$ cat src/rtl/decode_stage.sv
// rtl/decode_stage.sv - MIPS ID stage: register file, control decode, load-use stall; stall counter under DECODE_STALL_CNT_EN
module decode_stage #(
    parameter int DATA_W    = 32,
    parameter int WB_BYPASS = 1
) (
    input  logic              clk,
    input  logic              reset,
    input  logic [63:0]       IF_ID,
    input  logic              flush,
    input  logic              wb_reg_write,
    input  logic [4:0]        wb_rd,
    input  logic [DATA_W-1:0] wb_data,
    output logic              stall,
    output logic [1:0]        ID_EX_WB,
    output logic [2:0]        ID_EX_M,
    output logic [3:0]        ID_EX_EX,
    output logic [31:0]       ID_EX_pc4,
    output logic [DATA_W-1:0] ID_EX_rs_data,
    output logic [DATA_W-1:0] ID_EX_rt_data,
    output logic [DATA_W-1:0] ID_EX_imm,
    output logic [4:0]        ID_EX_rs,
    output logic [4:0]        ID_EX_rt,
    output logic [4:0]        ID_EX_rd,
    output logic              illegal,
    output logic [15:0]       stall_cnt
);

    localparam logic [5:0] OP_RTYPE = 6'h00;
    localparam logic [5:0] OP_LW    = 6'h23;
    localparam logic [5:0] OP_SW    = 6'h2B;
    localparam logic [5:0] OP_BEQ   = 6'h04;
    localparam logic [5:0] OP_ADDI  = 6'h08;

    logic [31:0] instr;
    logic [5:0]  opcode;
    logic [4:0]  rs_a;
    logic [4:0]  rt_a;
    logic [4:0]  rd_a;

    assign instr  = IF_ID[31:0];
    assign opcode = instr[31:26];
    assign rs_a   = instr[25:21];
    assign rt_a   = instr[20:16];
    assign rd_a   = instr[15:11];

    logic [DATA_W-1:0] regs_q [32];
    logic [DATA_W-1:0] regs_d [32];
    logic [DATA_W-1:0] rs_rd_data;
    logic [DATA_W-1:0] rt_rd_data;

    logic [1:0]        ctl_wb;
    logic [2:0]        ctl_m;
    logic [3:0]        ctl_ex;
    logic              ctl_illegal;
    logic              bubble;

    logic [1:0]        id_ex_wb_q,  id_ex_wb_d;
    logic [2:0]        id_ex_m_q,   id_ex_m_d;
    logic [3:0]        id_ex_ex_q,  id_ex_ex_d;
    logic [31:0]       id_ex_pc4_q, id_ex_pc4_d;
    logic [DATA_W-1:0] id_ex_rs_data_q, id_ex_rs_data_d;
    logic [DATA_W-1:0] id_ex_rt_data_q, id_ex_rt_data_d;
    logic [DATA_W-1:0] id_ex_imm_q, id_ex_imm_d;
    logic [4:0]        id_ex_rs_q,  id_ex_rs_d;
    logic [4:0]        id_ex_rt_q,  id_ex_rt_d;
    logic [4:0]        id_ex_rd_q,  id_ex_rd_d;
    logic              illegal_q,   illegal_d;

    // Register file next state: single writeback port, $0 is never written
    always_comb begin
        for (int i = 0; i < 32; i++) begin
            regs_d[i] = regs_q[i];
        end
        if (wb_reg_write && (wb_rd != 5'd0)) begin
            regs_d[wb_rd] = wb_data;
        end
    end

    // Register file storage, cleared by reset
    always_ff @(posedge clk or posedge reset) begin
        if (reset) begin
            for (int i = 0; i < 32; i++) begin
                regs_q[i] <= '0;
            end
        end else begin
            for (int i = 0; i < 32; i++) begin
                regs_q[i] <= regs_d[i];
            end
        end
    end

    // Read port A: $0 reads zero, optional same-cycle writeback forwarding
    always_comb begin
        rs_rd_data = regs_q[rs_a];
        if (rs_a == 5'd0) begin
            rs_rd_data = '0;
        end else if ((WB_BYPASS != 0) && wb_reg_write && (wb_rd == rs_a)) begin
            rs_rd_data = wb_data;
        end
    end

    // Read port B: same rules as port A
    always_comb begin
        rt_rd_data = regs_q[rt_a];
        if (rt_a == 5'd0) begin
            rt_rd_data = '0;
        end else if ((WB_BYPASS != 0) && wb_reg_write && (wb_rd == rt_a)) begin
            rt_rd_data = wb_data;
        end
    end

    // Main control decode from the opcode; unknown opcodes raise illegal
    always_comb begin
        ctl_wb      = 2'b00;
        ctl_m       = 3'b000;
        ctl_ex      = 4'b0000;
        ctl_illegal = 1'b0;
        case (opcode)
            OP_RTYPE: begin ctl_wb = 2'b10; ctl_m = 3'b000; ctl_ex = 4'b1100; end
            OP_LW:    begin ctl_wb = 2'b11; ctl_m = 3'b010; ctl_ex = 4'b0001; end
            OP_SW:    begin ctl_wb = 2'b00; ctl_m = 3'b001; ctl_ex = 4'b0001; end
            OP_BEQ:   begin ctl_wb = 2'b00; ctl_m = 3'b100; ctl_ex = 4'b0010; end
            OP_ADDI:  begin ctl_wb = 2'b10; ctl_m = 3'b000; ctl_ex = 4'b0001; end
            default:  ctl_illegal = 1'b1;
        endcase
    end

    // A load in EX whose target is a source here must wait one cycle; a flush overrides it
    assign stall  = !flush && id_ex_m_q[1] && (id_ex_rt_q != 5'd0)
                    && ((id_ex_rt_q == rs_a) || (id_ex_rt_q == rt_a));
    assign bubble = stall || flush;

    // ID/EX next state: a bubble clears control only, data fields load regardless
    always_comb begin
        id_ex_wb_d      = bubble ? 2'b00   : ctl_wb;
        id_ex_m_d       = bubble ? 3'b000  : ctl_m;
        id_ex_ex_d      = bubble ? 4'b0000 : ctl_ex;
        illegal_d       = bubble ? 1'b0    : ctl_illegal;
        id_ex_pc4_d     = IF_ID[63:32];
        id_ex_rs_data_d = rs_rd_data;
        id_ex_rt_data_d = rt_rd_data;
        id_ex_imm_d     = {{(DATA_W-16){instr[15]}}, instr[15:0]};
        id_ex_rs_d      = rs_a;
        id_ex_rt_d      = rt_a;
        id_ex_rd_d      = rd_a;
    end

    // ID/EX pipeline register
    always_ff @(posedge clk or posedge reset) begin
        if (reset) begin
            id_ex_wb_q      <= '0;
            id_ex_m_q       <= '0;
            id_ex_ex_q      <= '0;
            id_ex_pc4_q     <= '0;
            id_ex_rs_data_q <= '0;
            id_ex_rt_data_q <= '0;
            id_ex_imm_q     <= '0;
            id_ex_rs_q      <= '0;
            id_ex_rt_q      <= '0;
            id_ex_rd_q      <= '0;
            illegal_q       <= 1'b0;
        end else begin
            id_ex_wb_q      <= id_ex_wb_d;
            id_ex_m_q       <= id_ex_m_d;
            id_ex_ex_q      <= id_ex_ex_d;
            id_ex_pc4_q     <= id_ex_pc4_d;
            id_ex_rs_data_q <= id_ex_rs_data_d;
            id_ex_rt_data_q <= id_ex_rt_data_d;
            id_ex_imm_q     <= id_ex_imm_d;
            id_ex_rs_q      <= id_ex_rs_d;
            id_ex_rt_q      <= id_ex_rt_d;
            id_ex_rd_q      <= id_ex_rd_d;
            illegal_q       <= illegal_d;
        end
    end

    assign ID_EX_WB      = id_ex_wb_q;
    assign ID_EX_M       = id_ex_m_q;
    assign ID_EX_EX      = id_ex_ex_q;
    assign ID_EX_pc4     = id_ex_pc4_q;
    assign ID_EX_rs_data = id_ex_rs_data_q;
    assign ID_EX_rt_data = id_ex_rt_data_q;
    assign ID_EX_imm     = id_ex_imm_q;
    assign ID_EX_rs      = id_ex_rs_q;
    assign ID_EX_rt      = id_ex_rt_q;
    assign ID_EX_rd      = id_ex_rd_q;
    assign illegal       = illegal_q;

`ifdef DECODE_STALL_CNT_EN
    logic [15:0] stall_cnt_q, stall_cnt_d;

    // Saturating count of stalled cycles
    always_comb begin
        stall_cnt_d = stall_cnt_q;
        if (stall && (stall_cnt_q != 16'hFFFF)) begin
            stall_cnt_d = stall_cnt_q + 16'd1;
        end
    end

    // Stall counter register
    always_ff @(posedge clk or posedge reset) begin
        if (reset) begin
            stall_cnt_q <= 16'd0;
        end else begin
            stall_cnt_q <= stall_cnt_d;
        end
    end

    assign stall_cnt = stall_cnt_q;
`else
    assign stall_cnt = 16'd0;
`endif

endmodule

$ cat config.mk
export PLATFORM = sky130hd
export DESIGN_NAME = decode_stage
export DESIGN_NICKNAME = d
export VERILOG_FILES = /design/src/rtl/decode_stage.sv
export SDC_FILE = /design/constraint.sdc
export NUM_CORES = 2
export LEC_CHECK = 0
export BUFFER_PORTS_ARGS = -buffer_cell sky130_fd_sc_hd__buf_4
export CAP_MARGIN = 20
export CORE_ASPECT_RATIO = 1.2
export CORE_UTILIZATION = 30
export CTS_CLUSTER_SIZE = 12
export DETAILED_ROUTE_END_ITERATION = 10
export PLACE_DENSITY = 0.43
export SKIP_CTS_REPAIR_TIMING = 1
export SKIP_LAST_GASP = 1
export SYNTH_ARGS = -nofsm -noshare
export SYNTH_HDL_FRONTEND = slang
export SYNTH_SLANG_ARGS = --single-unit
$ cat constraint.sdc
create_clock -name clk -period 49.4 [get_ports clk]
set_input_delay 4.94 -clock clk [delete_from_list [all_inputs] [get_ports clk]]
set_output_delay 4.94 -clock clk [all_outputs]
set_load 0.03 [all_outputs]
# --- Word level (Yosys, flattened, before mapping) ---
# Index checks and enable logic that the tools add are counted.
totals:
  reg_bits: 1161
  output_inout_bits: 170
classes:
  order_cmp: 4
  n_eq_ne: 8
  n_mux: 21
  bitwise_logic: 3
  reduce_logical: 18
op_table:
  columns: ["op", "n"]
  rows:
  - ["1024-bit bitwise mux", 1]
  - ["32-bit binary-select mux with 5-bit select", 2]
  - ["32-bit 2-to-1 mux", 9]
  - ["32-bit demux with 5-bit select", 1]
  - ["5-bit == test", 4]
  - ["6-bit >= comparator (second input constant)", 3]
  - ["5-bit NOT with 6-bit output", 3]
  - ["6-bit == test (second input constant)", 2]
  - ["4-bit case mux with 3 select lines", 1]
  - ["5-bit logical NOT", 2]
  - ["5-bit nonzero test", 2]
  - ["3-bit case mux with 3 select lines", 1]
  - ["1-bit logical AND", 7]
  - ["6-bit by 3-bit == test with 1-bit output (second input constant)", 1]
  - ["6-bit by 4-bit == test with 1-bit output (second input constant)", 1]
  - ["6-bit logical NOT", 1]
  - ["6-bit by 1-bit less-than comparator with 1-bit output (second input constant)", 1]
  - ["5-bit OR reduction", 1]
  - ["4-bit 2-to-1 mux", 1]
  - ["2-bit case mux with 2 select lines", 1]
  - ["3-bit 2-to-1 mux", 1]
  - ["3-bit OR reduction", 1]
  - ["1-bit logical OR", 2]
  - ["1-bit 2-to-1 mux", 2]
  - ["other kinds (3)", 3]

# --- Logic depth before layout (Yosys ltp) ---
logic_depth:
  word_depth: 6
  mapped_depth: 11
  ltp_nobuf: 6

# --- Worst setup path before layout ---
# No wires, ideal clock.
synth_timing:
  path_kind: "input to output"
  startpoint: "in IF_ID[16]"
  endpoint: "out stall"
  arrival_ns: 6.301
  required_ns: 44.460
  path_slack_ns: 38.159
  cell_stages: 7
  path_buffers: 2
  path_cell_list: "buf_4 > buf_4 > xor2_1 > nor3_1 > nand3_1 > a21oi_1 > nor2b_1"
synth_between:
  elab_chain_len: 3
synth_rtl:
  columns: ["item", "line", "text"]
  rows:
  - ["start, declared", "8", "input logic [63:0] IF_ID,"]
  - ["5-bit == test", "130", "&& ((id_ex_rt_q == rs_a) || (id_ex_rt_q == rt_a));"]
  - ["1-bit logical OR", "130", null]
  - ["1-bit logical AND", "130", null]
  - ["end, declared", "13", "output logic stall,"]
# Every way passes these cells.

# --- Worst setup path in the final report ---
layout_timing:
  startpoint: "in IF_ID[21]"
  endpoint: "out stall"
# Same word-level chain as after synthesis.

==> results.json <==
{
  "finalInstanceArea_sq_um": 68190,
  "drc": 0,
  "synthXorXnorAreaFrac": 0.002937,
  "reg2reg_to": "ID_EX_EX[2]$_DFF_PP0_",
  "r2r_slack_ns": 47.10,
  "numCtsBuffers": 140,
  "drt-initial-drc-count": 2889,
  "finalSetupViolations": 0,
  "hold_viol_final": 0,
  "gr-usage-all-layers": 0.2272,
  "dieHeight_um": 490.5,
  "multi_input_area_sq_um": 28500,
  "synth-simple-area-share": 0.02387,
  "grt-ovfl-total": 0,
  "synth_top_area_frac": 0.4842,
  "wire_per_inst_um": 33.21,
  "finClkSkew_ns": 0.03493,
  "reg2regPathDepth": 6,
  "path_clk_slew_ns": 0.06,
  "drive_gt1_frac": 0.4833,
  "synth_area_leaders": "dfrtp_1 (48%), mux2_2 (19%), mux4_2 (14%)",
  "r2r-start": "ID_EX_rt[0]$_DFF_PP0_",
  "std_cell_rows": 178,
  "initial_core_util": 0.3030,
  "p_leak_nw": 29.68,
  "flow.area_growth_from_synthesis_pct": 14.32,
  "max_freq_mhz": 84.07,
  "worstSkewPairLatency_ns": 0.82,
  "syn-cell-area_sq_um": 59650,
  "maxCapViolations": 0,
  "ys_ff_latch": 1154,
  "die_area_sq_um": 200600,
  "seqCellArea_sq_um": 28880,
  "holdCritStartpoint": "regs_q[999]$_DFFE_PP0P_",
  "cp.arrival_ns": 6.95,
  "ant_nets": 0,
  "synth_edf_count": 0,
  "finalWirelength_mm": 228.1,
  "min_period_ns": 11.89,
  "clock_sinks": 1154,
  "synth.distinct_cells": 64,
  "dpl_cell_area_sq_um": 63610,
  "io_pins": 275,
  "grt_pass1_vias": 39980,
  "synth_cells": 4107,
  "avgSynthCellArea_sq_um": 14.52,
  "yosys.area.top_type": "dfrtp_1",
  "setup_tns_ns": 0,
  "slew_violations": 0,
  "core_area_sq_um": 196900,
  "worst_pin_slew_ns": 1.180,
  "cp_max_fo": 47,
  "hold_path_class": "reg2reg",
  "setup.worst_path.class": "in2out",
  "grt_pass1_wl_mm": 324.2,
  "cts_root_buf": "clkbuf_16",
  "synth-seq-area-share": 0.4842,
  "synthArstFlopShare": 1.000,
  "cts_tree": "built",
  "yosysWarnings": 0,
  "hold_depth": 0,
  "synth_fa_ha_area_frac": 0,
  "startpoint_type": "input pin",
  "grt_max_degree": 155,
  "status": "completed",
  "drt_pass1_iterations": 5,
  "ys.flop_type": "dfrtp_1",
  "crit_buf_inv": 2,
  "worstHoldEndpoint": "regs_q[999]$_DFFE_PP0P_",
  "muxShareOfSynthArea": 0.3906,
  "cts.htree.levels": 4,
  "rsz0062_at_grt": "false",
  "crit_path_top_delay_cell": "a21oi_1",
  "antenna_found_initial": 16,
  "peakVddDrop_mv": 0.03130,
  "cts_max_path_buffers": 3,
  "vias_per_cell": 5.593,
  "max_slew_margin": 0.2131,
  "cp_data_required_time_ns": 44.46,
  "place.gp.congestion": 0.7672,
  "crit_path_end_kind": "output port",
  "num_vias": 38410,
  "synth_top_family_by_area": "multiplexers",
  "powerDensity_nw_per_um2": 41.63,
  "cpPeakStageDelay_ns": 0.64,
  "hpwl_mm": 129.7,
  "cpLargestDelayFamily": "compound AO/OA/AOI/OAI gates",
  "period_share": 0.2408,
  "num-nets-final": 4254,
  "crit_chain": "buf_8 > xor2_1 > nor3_1 > nand3_1 > a21oi_1 > nor2b_1 > buf_4",
  "yosys-top-cells-count": "dfrtp_1 (1154), mux2_2 (1008), mux4_2 (382)",
  "die_w_um": 409.0,
  "portBuffers": 258,
  "n_fill_cell": 19180,
  "synth_compound_area_frac": 0.05393,
  "synth_most_common_cell": "dfrtp_1"
}
## power by group
part | switching, W | internal (W) | total [W]
combinational | 0.000248 | 0.000302 | 0.000550
sequential | 0.000125 | 0.00112 | 0.00124
clock | 0.000441 | 0.000605 | 0.00105
total | 0.000814 | 0.00202 | 0.00284
## sequential cells by signal (all words and copies together), names as in the netlist
| register | cells |
|---|---|
| ID_EX_M | 3 |
| ID_EX_rt_data | 32 |
| ID_EX_rd | 4 |
| ID_EX_EX | 3 |
| ID_EX_rs_data | 32 |
| ID_EX_rt | 5 |
| ID_EX_pc4 | 32 |
| ID_EX_WB | 1 |
| regs_q | 1024 |
| illegal | 1 |
| ID_EX_imm | 12 |
| ID_EX_rs | 5 |
## cell families after synthesis
family / Yosys count
AO/OA/AOI/OAI: 436
XOR/XNOR: 20
buffers and inverters: 489
flip-flops: 1154
multiplexers: 1721
other: 1
AND/OR/NAND/NOR: 286
## worst max-delay path by stage
| stage | start | endpoint | cells past startpoint |
|---|---|---|---|
| 2_1_floorplan | reset | ID_EX_EX[0]$_DFF_PP0_ | 1 |
| 3_3_place_gp | IF_ID[21] | stall | 7 |
| 3_5_place_dp | IF_ID[21] | stall | 7 |
| 4_1_cts | IF_ID[21] | stall | 7 |
| 5_1_grt | IF_ID[21] | stall | 7 |
| 6_report | IF_ID[21] | stall | 7 |
## placed cells by master, fill, tap and decap left out, types with 6 or more instances in the layout
| cell | instances |
|---|---|
| a211oi_1 | 37 |
| a21oi_1 | 71 |
| a221o_1 | 22 |
| a221oi_1 | 65 |
| a221oi_2 | 15 |
| a22o_1 | 18 |
| a22oi_1 | 36 |
| a31oi_1 | 13 |
| buf_12 | 9 |
| buf_4 | 351 |
| bufinv_16 | 8 |
| clkbuf_1 | 31 |
| clkbuf_16 | 142 |
| clkbuf_8 | 23 |
| clkinv_2 | 25 |
| clkinv_8 | 6 |
| conb_1 | 16 |
| dfrtp_1 | 1154 |
| inv_6 | 7 |
| mux2_2 | 1008 |
| mux2i_1 | 329 |
| mux4_2 | 382 |
| nand2_1 | 42 |
| nand2_4 | 15 |
| nand2b_1 | 16 |
| nand3_1 | 9 |
| nor2_1 | 58 |
| nor2_4 | 16 |
| nor2b_1 | 29 |
| nor3_1 | 52 |
| nor3b_1 | 7 |
| o211ai_1 | 22 |
| o21ai_0 | 73 |
| o221ai_1 | 12 |
| o22ai_1 | 19 |
| xnor2_1 | 6 |
| xor2_1 | 14 |
## area by class of cell
class	count	area share
clock buffers	195	0.05826
multi-input cells	2479	0.4180
clock inverters	52	0.008716
well taps	2610	0.04789
flip-flops and latches	1154	0.4235
inverters	6	0.0004404
repair buffers	368	0.04301
diodes	3	0.0001101
## routing by layer
metal | vias to the layer above | wire length, um | track usage
met5 | - | 87 | 0
met4 | 14 | 7797 | 0.07747
met3 | 364 | 10920 | 0.03775
met2 | 1060 | 106400 | 0.3571
met1 | 21240 | 102900 | 0.3159
li1 | 15730 | - | -
## worst register-to-register path: cells and delay by family (launching register included)
kind | cells | cell delay, ns
AO/OA/AOI/OAI | 1 | 0.67
flip-flops | 1 | 0.54
XOR/XNOR | 1 | 0.23
AND/OR/NAND/NOR | 4 | 0.76
## through the flow
| step | power (W) | util | std cells | worst slack [ns] | hold WS, ns |
|---|---|---|---|---|---|
| after CTS | 0.002876 | 0.3463 | 6864 | 37.38 | 0.3965 |
| after detailed placement | 0.001811 | 0.3231 | 6617 | 37.39 | 0.3833 |
| after floorplan | 0.001639 | - | 4122 | 11.96 | 0.4413 |
| after global placement | 0.001800 | 0.3228 | 6612 | 37.35 | 0.3773 |
| final | 0.002838 | 0.3463 | 6867 | 37.51 | 0.3929 |
| after global routing | 0.002972 | 0.3463 | 6865 | 37.34 | 0.4062 |
Note: power is estimated with default switching activity, not from simulation.
